**src/rtl/fp_pkg.sv**
```systemverilog
// fp_pkg: shared FP types, state encoding and constants for the FP issue/collect path.
// Revision: 1.0
`default_nettype none

package fp_pkg;

  typedef enum logic [1:0] {
    OPC_ADD = 2'd0,
    OPC_SUB = 2'd1,
    OPC_MUL = 2'd2,
    OPC_DIV = 2'd3
  } opcode_t;

  typedef enum logic [2:0] {
    ERR_NONE      = 3'd0,
    ERR_INVALID   = 3'd1,
    ERR_DIV_ZERO  = 3'd2,
    ERR_OVERFLOW  = 3'd3,
    ERR_UNDERFLOW = 3'd4
  } o_err_t;

  typedef enum logic [2:0] {
    S_IDLE     = 3'd0,
    S_AS_WAIT  = 3'd1,
    S_MUL_STB  = 3'd2,
    S_MUL_WAIT = 3'd3,
    S_DIV_GO   = 3'd4,
    S_DIV_WAIT = 3'd5,
    S_RESP     = 3'd6
  } seq_state_t;

  localparam logic [31:0] FP_QNAN = 32'h7FC0_0000;

endpackage

`default_nettype wire

```
**src/rtl/fp_seq_watchdog.sv**
```systemverilog
// fp_seq_watchdog: saturating latency counter with a fixed timeout compare.
// Revision: 1.0
`default_nettype none

module fp_seq_watchdog #(
  parameter int TIMEOUT_CYCLES = 64,
  parameter int CNT_W          = 7
) (
  input  logic             clk,
  input  logic             rst,
  input  logic             clear,
  input  logic             enable,
  output logic [CNT_W-1:0] count,
  output logic             expired
);

  localparam logic [CNT_W-1:0] CNT_MAX = '1;
  localparam logic [CNT_W-1:0] LIMIT   = CNT_W'(TIMEOUT_CYCLES);

  always_ff @(posedge clk) begin
    if (rst) begin
      count <= '0;
    end else if (clear) begin
      count <= '0;
    end else if (enable && (count != CNT_MAX)) begin
      count <= count + CNT_W'(1);
    end
  end

  assign expired = (count == LIMIT);

endmodule

`default_nettype wire

```
**src/rtl/fp_op_sequencer.sv**
```systemverilog
// fp_op_sequencer: accepts one FP request, drives the selected execution unit and
// returns its result; a watchdog aborts with qNaN if the unit never completes. Revision: 1.0
`default_nettype none

module fp_op_sequencer
  import fp_pkg::*;
#(
  parameter int TIMEOUT_CYCLES = 64,
  parameter int CNT_W          = 7
) (
  input  logic             clk,
  input  logic             rst,
  input  logic             req_valid,
  output logic             req_ready,
  input  opcode_t          req_opc,
  input  logic [31:0]      req_a,
  input  logic [31:0]      req_b,
  output logic             as_opcode,
  output logic [31:0]      as_a,
  output logic [31:0]      as_b,
  input  logic [31:0]      as_result,
  input  o_err_t           as_err,
  output logic [31:0]      mul_a,
  output logic [31:0]      mul_b,
  output logic             mul_strb,
  input  logic             mul_ack,
  input  logic [31:0]      mul_result,
  input  logic             mul_done,
  output logic [31:0]      div_a,
  output logic [31:0]      div_b,
  output logic             div_start,
  input  logic             div_busy,
  input  logic [31:0]      div_result,
  input  o_err_t           div_err,
  output logic             rsp_valid,
  input  logic             rsp_ready,
  output logic [31:0]      rsp_result,
  output opcode_t          rsp_opc,
  output o_err_t           rsp_err,
  output logic             rsp_timeout,
  output logic [CNT_W-1:0] rsp_cycles
);

  seq_state_t       state, state_next;
  opcode_t          op_opc;
  logic [31:0]      op_a, op_b;
  logic             seen_busy;
  logic             accept;
  logic             load_rsp;
  logic [31:0]      res_next;
  o_err_t           err_next;
  logic             tmo_next;
  logic [CNT_W-1:0] cyc_cnt;
  logic             wd_expired;
  logic             wd_enable;

  fp_seq_watchdog #(
    .TIMEOUT_CYCLES(TIMEOUT_CYCLES),
    .CNT_W         (CNT_W)
  ) u_watchdog (
    .clk    (clk),
    .rst    (rst),
    .clear  (accept),
    .enable (wd_enable),
    .count  (cyc_cnt),
    .expired(wd_expired)
  );

  assign req_ready  = (state == S_IDLE);
  assign accept     = req_valid && req_ready;
  assign wd_enable  = (state != S_IDLE) && (state != S_RESP);
  assign rsp_valid  = (state == S_RESP);
  assign mul_strb   = (state == S_MUL_STB);
  assign div_start  = (state == S_DIV_GO) && !div_busy;
  // The counter is frozen in RESP, so it still holds the value at RESP entry.
  assign rsp_cycles = cyc_cnt;

  assign as_opcode = op_opc[0];
  assign as_a      = op_a;
  assign as_b      = op_b;
  assign mul_a     = op_a;
  assign mul_b     = op_b;
  assign div_a     = op_a;
  assign div_b     = op_b;

  always_comb begin
    state_next = state;
    load_rsp   = 1'b0;
    res_next   = FP_QNAN;
    err_next   = ERR_NONE;
    tmo_next   = 1'b0;
    case (state)
      S_IDLE: begin
        if (req_valid) begin
          case (req_opc)
            OPC_MUL: state_next = S_MUL_STB;
            OPC_DIV: state_next = S_DIV_GO;
            default: state_next = S_AS_WAIT;
          endcase
        end
      end
      S_AS_WAIT: begin
        load_rsp   = 1'b1;
        res_next   = as_result;
        err_next   = as_err;
        state_next = S_RESP;
      end
      S_MUL_STB: begin
        if (mul_ack && mul_done) begin
          load_rsp   = 1'b1;
          res_next   = mul_result;
          state_next = S_RESP;
        end else if (mul_ack) begin
          state_next = S_MUL_WAIT;
        end else if (wd_expired) begin
          load_rsp   = 1'b1;
          tmo_next   = 1'b1;
          state_next = S_RESP;
        end
      end
      S_MUL_WAIT: begin
        if (mul_done) begin
          load_rsp   = 1'b1;
          res_next   = mul_result;
          state_next = S_RESP;
        end else if (wd_expired) begin
          load_rsp   = 1'b1;
          tmo_next   = 1'b1;
          state_next = S_RESP;
        end
      end
      S_DIV_GO: begin
        if (!div_busy) begin
          state_next = S_DIV_WAIT;
        end else if (wd_expired) begin
          load_rsp   = 1'b1;
          tmo_next   = 1'b1;
          state_next = S_RESP;
        end
      end
      S_DIV_WAIT: begin
        // Only a busy 1->0 edge marks completion of our own launch.
        if (seen_busy && !div_busy) begin
          load_rsp   = 1'b1;
          res_next   = div_result;
          err_next   = div_err;
          state_next = S_RESP;
        end else if (wd_expired) begin
          load_rsp   = 1'b1;
          tmo_next   = 1'b1;
          state_next = S_RESP;
        end
      end
      S_RESP: begin
        if (rsp_ready) state_next = S_IDLE;
      end
      default: state_next = S_IDLE;
    endcase
  end

  always_ff @(posedge clk) begin
    if (rst) begin
      state       <= S_IDLE;
      op_opc      <= OPC_ADD;
      op_a        <= '0;
      op_b        <= '0;
      seen_busy   <= 1'b0;
      rsp_result  <= '0;
      rsp_opc     <= OPC_ADD;
      rsp_err     <= ERR_NONE;
      rsp_timeout <= 1'b0;
    end else begin
      state <= state_next;
      if (accept) begin
        op_opc <= req_opc;
        op_a   <= req_a;
        op_b   <= req_b;
      end
      if (state == S_DIV_GO) begin
        seen_busy <= 1'b0;
      end else if ((state == S_DIV_WAIT) && div_busy) begin
        seen_busy <= 1'b1;
      end
      if (load_rsp) begin
        rsp_result  <= res_next;
        rsp_opc     <= op_opc;
        rsp_err     <= err_next;
        rsp_timeout <= tmo_next;
      end
    end
  end

endmodule

`default_nettype wire

```
**config.mk**
```make
export PLATFORM = sky130hd
export DESIGN_NAME = fp_op_sequencer
export DESIGN_NICKNAME = d
export VERILOG_FILES = /design/src/rtl/fp_pkg.sv /design/src/rtl/fp_seq_watchdog.sv /design/src/rtl/fp_op_sequencer.sv
export SDC_FILE = /design/constraint.sdc
export NUM_CORES = 1
export LEC_CHECK = 0
export BUFFER_PORTS_ARGS = -buffer_cell sky130_fd_sc_hd__buf_4
export CAP_MARGIN = 25
export CORE_AREA = 2 2 161 163
export CTS_BUF_LIST = sky130_fd_sc_hd__clkbuf_16
export CTS_CLUSTER_DIAMETER = 120
export CTS_CLUSTER_SIZE = 20
export DETAILED_ROUTE_END_ITERATION = 7
export DIE_AREA = 0 0 163 165
export GPL_TIMING_DRIVEN = 0
export SKIP_LAST_GASP = 1
export SLEW_MARGIN = 20
export SYNTH_ARGS = -nofsm -noshare
export SYNTH_HDL_FRONTEND = slang
export SYNTH_SLANG_ARGS = --single-unit
```
**constraint.sdc**
```tcl
create_clock -name clk -period 1.5 [get_ports clk]
set_input_delay 0.15 -clock clk [delete_from_list [all_inputs] [get_ports clk]]
set_output_delay 0.15 -clock clk [all_outputs]
set_load 0.005 [all_outputs]
```
==> reports/summary.md, run 1 <==
The multiplexer share of the synthesized area works out to 0.008748. The run gives 0 as the number of design rule violations left after detail routing. The checks that failed: negative setup slack.

The fraction of synthesis flops using an asynchronous set or reset pin was 0; the instance count along the most critical hold path was 3. The worst setup path is launched from a flop. The number of hold violations in the final report was 0; the max-capacitance violation count was 0. Counting every sink on the clock net gives 115. The basic-gate share of the synthesized area counting and, or, nand and nor cells is 0.1436, and the top-level I/O count is 417.

The cell type with the highest aggregate area in the netlist was sky130_fd_sc_hd__dfxtp_1. Deepest clock path buffer count: 2. The tightest min-delay check is of the primary input to flop type. After routing, the total negative slack on setup checks comes to -9080 ps.

The first global-routing pass estimated 36.42 mm of wire. The run finished, with violations left. The die is 165 µm tall.

The headroom to the max-slew limit is 0.4182, and the number of global-route vias before repair is 6750. The floorplan step defined a core boundary enclosing 25040 µm². The post-synthesis adder-cell area fraction came out at 0.004267. The post-layout minimum cycle time works out to 1721 ps. The top cell types in the final layout, fill and taps aside, are sky130_fd_sc_hd__buf_4 (570), sky130_fd_sc_hd__dfxtp_1 (108), sky130_fd_sc_hd__nand2_1 (105). Setup violations remaining at the end of the flow were counted as 108. Complex-gate fraction of the synthesized area: 0.2326. Total power for the finished layout comes to 0.01784 W.

Synthesis produced 690 cells. The tools report the CTS root buffer as sky130_fd_sc_hd__clkbuf_16. The area share of xor/xnor cells in the synthesized design is 0.006187, and the count of input and output buffers is 416. The first detailed-routing pass ran for 6 iterations. The tools report the total count of max-transition violations in the final report as 0.

The tools report the initial antenna violation count as 0. Clock-pin slew was measured on the worst setup and hold paths at 60 ps. The die is 163 µm wide. The run gives 410 ps as the clock insertion delay at the later pin of the skew report. The static leakage is 5.749 nW.

Entering global routing, the biggest net connects 17 pins. Yosys attributes the largest share of cell area to sky130_fd_sc_hd__dfxtp_1 (39%), sky130_fd_sc_hd__buf_4 (17%), sky130_fd_sc_hd__nand2_1 (8.9%), sky130_fd_sc_hd__a21oi_1 (6.7%), sky130_fd_sc_hd__a222oi_1 (3.9%). Dividing the detail-routed via count by the number of cells gives 4.492. The final layout contains routed wiring with a total length of 26.31 mm. The total overflow left after global routing is 0. Counting the buffers created by CTS gives 17. At the end of routability-driven placement, the weighted congestion stood at 0.7948. Counting cells, the worst reg-to-reg path comes to 6. Row generation in the floorplan step produced 58 rows. The transition time at the pin with the least slew margin is 872.7 ps, and the synthesized netlist net count is 867. Total number of vias: 7146. By startpoint and endpoint, the worst setup path is classified as flop to flop. The required time reported for the critical path endpoint came out at 1780 ps.

For this block, the initial DRC count from the detailed router was 333. The tools report the maximum clock frequency as 581.2 MHz. The logs give 0.3926 for the sequential fraction of the synthesis area and 4 for the H-tree depth. In this run the worst path has a maximum fanout of 5. Yosys printed 0 warnings.

Data on the critical path arrives at its endpoint at 2000 ps. In the synthesized netlist the dominant register cell turns out to be sky130_fd_sc_hd__dfxtp_1. The netlist uses 56 different library cells. The library cell used most frequently in the layout, excluding fill and tap cells, is sky130_fd_sc_hd__buf_4. In this run the mean area of a mapped cell was 8.499 µm². The tools report the initial standard-cell utilization of the core as 0.2342.

TritonCTS built the clock tree. After legalization and detailed placement, the total HPWL measured 18.43 mm. The count of flip-flops with a built-in enable after synthesis is 0, and the area of the die is 26900 µm².

The main combinational cell family by area after synthesis was compound AO/OA/AOI/OAI gates. The setup slack after layout was -220.5 ps; the share of the synthesized area in the top cell type was 0.3926. The worst setup path is captured at a flop. In this run the power density over the cells is 1455 nW/µm². VDD sags by at most 0.6285 mV. In the final routed layout, each cell accounts on average for 16.54 µm. The number of nets with antenna violations after routing is 0. Final critical-path share of the clock period: 1.147. For the number of antenna diodes, the log shows 0. Summing every instance area after synthesis gives 5864 µm². The worst clock skew came out at 11.37 ps.

The area growth from synthesis to layout was 109.2%; the global-route usage over all layers was 0.1743. The net count reported at finish was 1427; the synthesized flop and latch total was 115. Setup repair after global routing could not meet its margin everywhere. The fraction of layout cells with a size suffix above 1 came out at 0.6265.
## through the flow
step	setup slack, ps	instance area, µm²	cells	hold WS [ps]	utilization
floorplan	-64.51	5889	690	286.0	-
global placement	-479.0	9425	1436	397.4	0.3765
detailed placement	-468.8	9425	1436	405.9	0.3765
CTS	-158.4	11500	1565	0.2074	0.4593
global route	-233.3	12270	1591	15.98	0.4899
finish	-220.5	12270	1591	20.59	0.4899
## final timing paths
| check | startpoint | to | slack [ps] |
|---|---|---|---|
| max | state[2]$_SDFFE_PP0P_ | rsp_result[4]$_SDFFE_PP0P_ | -220 |
| min | req_a[27] | as_a[27]$_SDFFE_PP0P_ | 20 |
| min reg2reg | rsp_result[19]$_SDFFE_PP0P_ | rsp_result[19]$_SDFFE_PP0P_ | 470 |
| max reg2reg | state[2]$_SDFFE_PP0P_ | rsp_result[4]$_SDFFE_PP0P_ | -220 |
## registers in the layout, indices dropped and copies added, names as in the netlist
register	count
op_opc	2
state	3
rsp_timeout	1
as_a	32
rsp_opc	2
rsp_err	3
rsp_result	32
seen_busy	1
u_watchdog.count	7
as_b	32
## worst max-delay path, stage by stage (launching register included)
cell	delay, ps
sky130_fd_sc_hd__dfxtp_2	320
sky130_fd_sc_hd__buf_6	130
sky130_fd_sc_hd__nand3b_1	270
sky130_fd_sc_hd__buf_4	180
sky130_fd_sc_hd__nor2_2	50
sky130_fd_sc_hd__a222oi_1	530
sky130_fd_sc_hd__o2bb2ai_2	110
## repair_timing
item                                   in CTS  in global routing
pin swaps                                  24                 42
buffers inserted                           31                 20
hold buffers                               60                  3
gates cloned                               10                 10
endpoints found under the hold margin      60                  3
setup endpoints to repair                 116                117
gates resized for setup                   113                137
## routing by layer
layer / share of wire / track usage / wire length, µm
met1: 0.38 / 0.1988 / 9957
met2: 0.53 / 0.3184 / 14010
met3: 0.075 / 0.04746 / 1978
met4: 0.014 / 0.04948 / 365
met5: 0 / 0 / 0
## area by class of cell
cell class / count / area, µm²
Fill cell: 2379 / 12770
Timing Repair Buffer: 544 / 4604
Multi-Input combinational cell: 396 / 2912
Sequential cell: 115 / 2318
Buffer: 169 / 1421
Clock buffer: 17 / 425.4
Tap cell: 330 / 412.9
Clock inverter: 13 / 145.1
Inverter: 7 / 26.28
## cells by family after synthesis
| logic type | Yosys count |
|---|---|
| AOI/OAI and AO/OA | 192 |
| and+or+nand+nor | 192 |
| buffers and inverters | 182 |
| DFF | 115 |
| muxes | 5 |
| xor gates and xnor gates | 2 |
| adders and majority gates | 2 |
## cell usage after synthesis, types with 2 or more instances
cell type	number
sky130_fd_sc_hd__o22ai_1	7
sky130_fd_sc_hd__nor2b_1	5
sky130_fd_sc_hd__buf_2	14
sky130_fd_sc_hd__o2bb2ai_2	2
sky130_fd_sc_hd__o2bb2ai_1	24
sky130_fd_sc_hd__nor3_1	5
sky130_fd_sc_hd__a31oi_1	5
sky130_fd_sc_hd__o21a_1	9
sky130_fd_sc_hd__a22o_1	2
sky130_fd_sc_hd__or3_1	2
sky130_fd_sc_hd__nand2b_1	11
sky130_fd_sc_hd__buf_4	130
sky130_fd_sc_hd__nor2_1	13
sky130_fd_sc_hd__nand3_1	3
sky130_fd_sc_hd__buf_6	7
sky130_fd_sc_hd__a222oi_1	23
sky130_fd_sc_hd__mux2i_1	4
sky130_fd_sc_hd__ha_1	2
sky130_fd_sc_hd__inv_1	7
sky130_fd_sc_hd__nand2_1	139
sky130_fd_sc_hd__a22oi_1	2
sky130_fd_sc_hd__o21ai_0	13
sky130_fd_sc_hd__a211oi_1	6
sky130_fd_sc_hd__a21o_1	3
sky130_fd_sc_hd__clkbuf_2	2
sky130_fd_sc_hd__o31a_1	2
sky130_fd_sc_hd__o221ai_1	5
sky130_fd_sc_hd__clkbuf_1	22
sky130_fd_sc_hd__dfxtp_1	115
sky130_fd_sc_hd__a21oi_1	78
sky130_fd_sc_hd__nor4_1	3
## power breakdown
part | switching [W] | internal (W) | total, W
sequential | 0.000664 | 0.00370 | 0.00436
clock | 0.00147 | 0.00256 | 0.00403
combinational | 0.00374 | 0.00571 | 0.00945
(Power assumes the default switching activity.)
==> run 2: changes to the inputs <==
CELL_PAD_IN_SITES_DETAIL_PLACEMENT = 1   (was default)
CELL_PAD_IN_SITES_GLOBAL_PLACEMENT = 2   (was default)
CORE_AREA = 2 2 171 190   (was 2 2 161 163)
DIE_AREA = 0 0 173 192   (was 0 0 163 165)
PLACE_DENSITY_LB_ADDON = 0.1   (was default)
==> run 2 against run 1 <==
Compared with the run above: the flow still finishes with violations (negative setup slack); clock power increased by 5%; maximum frequency fell by 2.6%; cell area is 6.6% lower; sequential power is 1% lower; count of clock-buffer cells in the layout is the same; hold slack gained 4.0 ps; worst setup slack got worse by 45 ps; utilization shrank 12 points; sequential cell count did not move; combinational power fell by 19%.
==> reports/summary.md, run 2 (synthesis gave the netlist of run 1 again) <==
The checks that failed: negative setup slack. The headroom to the max-slew limit came out at 0.4977. Setup repair after global routing could not meet its margin everywhere.

For the total routed wirelength, the log shows 28.30 mm. The detailed-route wire length per cell was 17.19 µm. The tools report the arrival time at the worst endpoint as 2110 ps.

The congestion estimate from routability-driven global placement came to 0.7663. The number of cells on the worst reg-to-reg path is 8. The post-layout minimum cycle time is 1766 ps. The clock net in this run drives a total of 115 sinks. The hold path startpoint was as_result[0].

The initial DRC count is 296, and the count of input and output buffers is 416. The logs give 0 for the initial antenna violation count and 0.1618 for the global-route usage over all layers. In the detailed route, the total length drawn on met2 is 14.85 mm. Across the routed clock network, the largest skew measured is 9.171 ps. In this design, the largest share of critical-path delay is due to buffers and inverters.

The worst setup path is launched from a flop. The required time reported for the critical path endpoint came out at 1850 ps. The cell sitting at the root of the clock tree is a sky130_fd_sc_hd__clkbuf_16. The core region area was 31140 µm². In the layout the commonest cells are sky130_fd_sc_hd__buf_4 (563), sky130_fd_sc_hd__nand2_1 (138), sky130_fd_sc_hd__dfxtp_1 (107).

For the setup slack after layout, the log shows -265.6 ps. Using the TritonRoute via totals, the vias-per-cell ratio works out to 4.109. The run gives 9538 µm² as the area after detailed placement. At the pin with the least slew margin, the transition time is 753.5 ps.

The worst register-to-register path begins at state[1]$_SDFFE_PP0P_. Entering global routing, the biggest net connects 17 pins. The worst hold path passes through 3 cells. Leaving out fill and tap cells, the most frequent cell in the layout is sky130_fd_sc_hd__buf_4. Reg-to-reg endpoint: rsp_result[10]$_SDFFE_PP0P_. The final critical-path share of the clock period is 1.177.

The die is 192 µm tall. 0 antenna diodes ended up in the layout. The initial standard-cell utilization of the core came out at 0.1883. The worst-case IR drop observed on VDD is 0.5508 mV. The highest metal layer with signal wires was met4. For the total count of max-transition violations in the final report, the log shows 0. The floorplan has 68 rows. The number of nets with antenna violations after routing is 0, and the delay of the slowest cell on the worst path is 350 ps. Detailed placement finished with a half-perimeter wire length of 21.75 mm. The worst hold endpoint was rsp_result[0]$_SDFFE_PP0P_. The type of the worst setup path was flop to flop.

The net count reported at finish came out at 1392. The wire length of the first global-routing pass came out at 41.54 mm. The total overflow left after global routing is 0. Clock-pin slew was measured on the worst setup and hold paths at 60 ps. For this block, wires on met1 add up to 11.39 mm. Buffers inserted during clock tree synthesis total 17.

The setup slack at placement was -661.2 ps; the number of cells after detailed placement was 1526. The overall die width came out at 173 µm. The area growth from synthesis to layout is 95.31%, and the slack of the worst reg-to-reg path is -270 ps. Leaving out filler cells and counting taps, the final layout contains 1646. The die covers 33220 µm².

The critical path contains buffers and inverters numbering 4 combined. For the detailed route wirelength on metal3, the log shows 1.817 mm. The power density relative to cell area was 1409 nW/µm²; the total iterations of the first detailed-routing run was 4. Along the worst path, the maximum fanout reaches 8.

Total power for the finished layout comes to 0.01614 W. The kind of end point of the critical path was a flop. The tools report the summed area of non-filler cells in the final layout as 11450 µm². The fill cell total of the finished layout was 3746; the fraction of layout cells with a size suffix above 1 was 0.5653. The path class of the tightest hold or removal check is primary input to flop. TritonCTS built the clock tree. The number of global-route vias before repair was 6919; the number of hold violations in the final report was 0. In this run the static leakage power is 5.377 nW. The total number of vias was 6764; the max-capacitance violation count was 0. The number of design rule violations left after detail routing is 0, and the final setup violation count is 85. The slowest stage of the critical path belongs to the cell sky130_fd_sc_hd__dfxtp_4.

The later pin in the worst-skew pair is clocked with a latency of 420 ps. The maximum clock frequency was 566.4 MHz. The H-tree depth was 4. Traced cell by cell, the critical path runs through buf_8 > buf_12 > xor2_4 > and3_4 > a211oi_4 > buf_6 > clkbuf_16 > o2bb2ai_1. 417 I/O pins were placed. For the deepest clock path buffer count, the log shows 2. The run finished, with violations left.
[run 2: per-layer routing]
layer / vias to the layer above / track usage
met5: - / 0
met4: 0 / 0.03488
met3: 13 / 0.04869
met2: 243 / 0.2938
met1: 3170 / 0.1873
li1: 3338 / -
[run 2: tightest hold or removal path, stage by stage]
cell and delay [ps]:
sky130_fd_sc_hd__buf_4 80, sky130_fd_sc_hd__a222oi_1 60, sky130_fd_sc_hd__o2bb2ai_1 130
[run 2: worst max path at each step]
stage          depth (start not counted)                          end  slack (ps)                        startpoint
6_report                               8  rsp_result[10]$_SDFFE_PP0P_        -270             state[1]$_SDFFE_PP0P_
5_1_grt                                8      rsp_err[2]$_SDFFE_PP0P_        -310             state[1]$_SDFFE_PP0P_
4_1_cts                                8      rsp_err[2]$_SDFFE_PP0P_        -260             state[2]$_SDFFE_PP0P_
3_5_place_dp                           5  rsp_result[13]$_SDFFE_PP0P_        -660             state[0]$_SDFFE_PP0P_
3_3_place_gp                           5  rsp_result[20]$_SDFFE_PP0P_        -640             state[0]$_SDFFE_PP0P_
2_1_floorplan                          7  rsp_result[14]$_SDFFE_PP0P_         -60  u_watchdog.count[0]$_SDFFE_PP0P_
[run 2: stage by stage]
stage                     TNS [ps]    util  hold slack [ps]
final                       -10120  0.3678            24.59
after global routing        -17770  0.3678            18.38
after CTS                   -18200  0.3541            2.683
after detailed placement    -39320  0.3063            408.1
after global placement      -38910  0.3063            396.3
after floorplan              -1170       -            286.0
[run 2: what timing repair did]
item                       in CTS  in global routing
gates resized for setup        40                 76
hold buffers                   66                  0
cloned                          1                  2
hold endpoints to repair       66                  0
setup endpoints to repair     118                119
pin swaps                       7                 23
buffers inserted               12                 12
[run 2: layout make-up]
cell class | instances | area (µm²) | area share
Clock buffer | 17 | 425.4 | 0.03714
Timing Repair Buffer | 506 | 4024 | 0.3513
Buffer | 174 | 1333 | 0.1163
Multi-Input combinational cell | 394 | 2629 | 0.2295
Inverter | 7 | 26.28 | 0.002294
Clock inverter | 13 | 168.9 | 0.01475
Tap cell | 420 | 525.5 | 0.04588
Sequential cell | 115 | 2322 | 0.2028
[run 2: power breakdown]
group / switching (W) / leakage, nW / internal (W)
logic: 0.00324 / 4.15 / 0.00438
registers: 0.000610 / 0.945 / 0.00370
clock network: 0.00149 / 0.287 / 0.00273
total: 0.00534 / 5.38 / 0.0108
==> run 3: changes to the inputs <==
CORE_AREA = 2 2 156 173   (was 2 2 171 190)
DIE_AREA = 0 0 158 175   (was 0 0 173 192)
clock period = 2.1 ns   (was 1.5 ns; I/O delays follow)
==> run 3 against run 2 <==
Compared with the run above: the run now ends clean; hold slack improved by 9.4 ps; largest power group unchanged; sequential cell count did not move; global-route usage up 1.9 points; critical endpoint is now div_start; non-clock buffer count is 92 lower.
==> reports/summary.md, run 3 (synthesis gave the netlist of run 1 again) <==
Setup violations remaining at the end of the flow were counted as 0. TritonCTS built the clock tree. The final layout contains 1299 nets. Vertical extent of the die: 175 µm. Worst min-delay path category: primary input to flop.

The number of buffers inserted during clock tree synthesis came out at 17. The worst setup path is captured at an output pin. For the total count of max-transition violations in the final report, the log shows 0. The tool flagged a number of max-cap violations equal to 0.

The first global-routing pass estimated 37.56 mm of wire. The headroom to the max-slew limit is 0.4768, and the deepest clock path buffer count is 2. Maximum clock frequency: 508.8 MHz. STA puts the critical path data arrival time at 1760 ps. Transition time at the pin with the least slew margin: 784.8 ps.

The largest net degree at the start of global routing is 20, and the total clock sinks is 115. The floorplan step defined a die boundary enclosing 27650 µm². Setup repair after global routing left no endpoint under its margin. The number of rows created at floorplan came out at 62. The most common library cell in the layout ignoring fill and taps is sky130_fd_sc_hd__buf_4. The total routed wirelength is 26.34 mm. The clock arrives with 14.93 ps of skew. After legalization and detailed placement, the total HPWL measured 21.38 mm.

The final critical-path share of the clock period was 0.9359. The critical path in this run is classified as flop to output pin. The highest net fanout along the worst path is 10.

The total number of vias came out at 6428. After clock tree synthesis, the clock-pin slew on the worst setup and hold paths is 60 ps. The cell sitting at the root of the clock tree is a sky130_fd_sc_hd__clkbuf_16. The logs give 4 for the H-tree depth and 2327 µm² for the multi-input gate area in the final layout.

The run gives 1 as the initial antenna violation count. In the routed layout, each cell is associated on average with a via count of 4.320. For the final routed database, the setup TNS stands at 0 ps.

Input and output buffers added on the ports amount to 416. The floorplan step set the die width to 158 µm. The detailed-route wire length per cell was 17.70 µm; the fraction of layout cells with a size suffix above 1 was 0.5414. In this run, the number of DRC markers left after iteration 0 of detailed routing was 263. The number of cells after detailed placement came out at 1458. The flow ran to the end, and the final reports show no timing, DRC or antenna violations. For this design the static power due to leakage is 4.841 nW.

The logs give 0 for the number of nets with antenna violations after routing and 1488 for the final cell count without fillers. For this design the ratio of total power to cell area is 1064 nW/µm². The global-route usage over all layers is 0.1803, and the global placement routability congestion is 0.7832. The number of design rule violations left after detail routing is 0, and the initial standard-cell utilization of the core is 0.2263. Global routing finished with a remaining overflow of 0.

The tools report the number of hold violations in the final report as 0. The total iterations of the first detailed-routing run was 7; the total power of the final layout was 0.01072 W. Counting the fill cells in the layout gives 3131. Across the VDD grid, the largest voltage drop is 0.5102 mV. For the finished layout, the period the worst path requires is 1965 ps. Compared with the post-synthesis result, the final layout area differs by 71.69%. The tools report the kind of start point of the critical path as a flop. The floorplan step defined a core boundary enclosing 25910 µm². For the required time reported for the critical path endpoint, the log shows 1890 ps. For the sequential cell area, the log shows 2302 µm². The top-level I/O count was 417.

The number of global-route vias before repair is 6114. At the later pin of the worst-skew pair, clock insertion delay measures 420 ps. After clock tree synthesis, the setup repair step added 0 buffers.

The top cell types in the final layout, fill and taps aside, are sky130_fd_sc_hd__buf_4 (547), sky130_fd_sc_hd__nand2_1 (139), sky130_fd_sc_hd__dfxtp_1 (115).
-- run 3: changes by cell type in the layout (fill, tap and decap cells not counted), sizes merged --
cell         before  now
diode             0    2
inv               8    9
clkinv            5    4
bufinv            4    5
dlygate4sd3      66    0
o32ai             4    3
clkbuf           41   39
buf             590  566
-- run 3: routing by layer --
| layer | up-vias | GRT usage | routed length, µm |
|---|---|---|---|
| li1 | 3152 | - | - |
| met1 | 3025 | 0.2047 | 10220 |
| met2 | 232 | 0.3255 | 13660 |
| met3 | 19 | 0.05729 | 2190 |
| met4 | 0 | 0.04279 | 270 |
| met5 | - | 0 | 0 |
-- run 3: what timing repair did --
item | CTS | global route
gates cloned | 0 | 0
gates resized for setup | 1 | 2
hold buffers | 0 | 0
setup endpoints to repair | 2 | 6
-- run 3: through the flow --
step           hold WS, ps    util  setup slack (ps)  cell area [µm²]
6_report             33.98  0.3886             134.7            10070
2_1_floorplan        346.0       -             424.0             5864
4_1_cts              16.73  0.3882             67.17            10060
3_3_place_gp         447.0  0.3639             143.2             9428
5_1_grt              31.38  0.3886             13.58            10070
3_5_place_dp         447.5  0.3639             103.5             9428
-- run 3: final timing paths --
check                         startpoint                           to  slack [ps]  depth (start not counted)
min reg2reg  rsp_result[22]$_SDFFE_PP0P_  rsp_result[22]$_SDFFE_PP0P_         460                          1
max reg2reg        state[0]$_SDFFE_PP0P_  rsp_result[21]$_SDFFE_PP0P_         140                          5
min                            req_a[27]        as_a[27]$_SDFFE_PP0P_          30                          3
max                state[0]$_SDFFE_PP0P_                    div_start         130                          4
-- run 3: final cells by class --
cell class,instances,area share
Timing Repair Buffer,416,0.3102
Buffer,172,0.1199
Multi-Input combinational cell,393,0.2311
Clock buffer,17,0.04225
Inverter,7,0.002610
Antenna cell,2,0.0004971
Sequential cell,115,0.2287
Tap cell,352,0.04374
Clock inverter,14,0.02100
-- run 3: report_power, final --
part	internal [W]	switching, W
clock network	0.00209	0.00107
registers	0.00263	0.000402
logic	0.00250	0.00202
total	0.00723	0.00349
-- run 3: critical path: stages (launching register included) --
cell and delay (ps):
sky130_fd_sc_hd__dfxtp_1 510, sky130_fd_sc_hd__buf_2 300, sky130_fd_sc_hd__buf_2 280, sky130_fd_sc_hd__nor4b_2 80, sky130_fd_sc_hd__buf_4 150
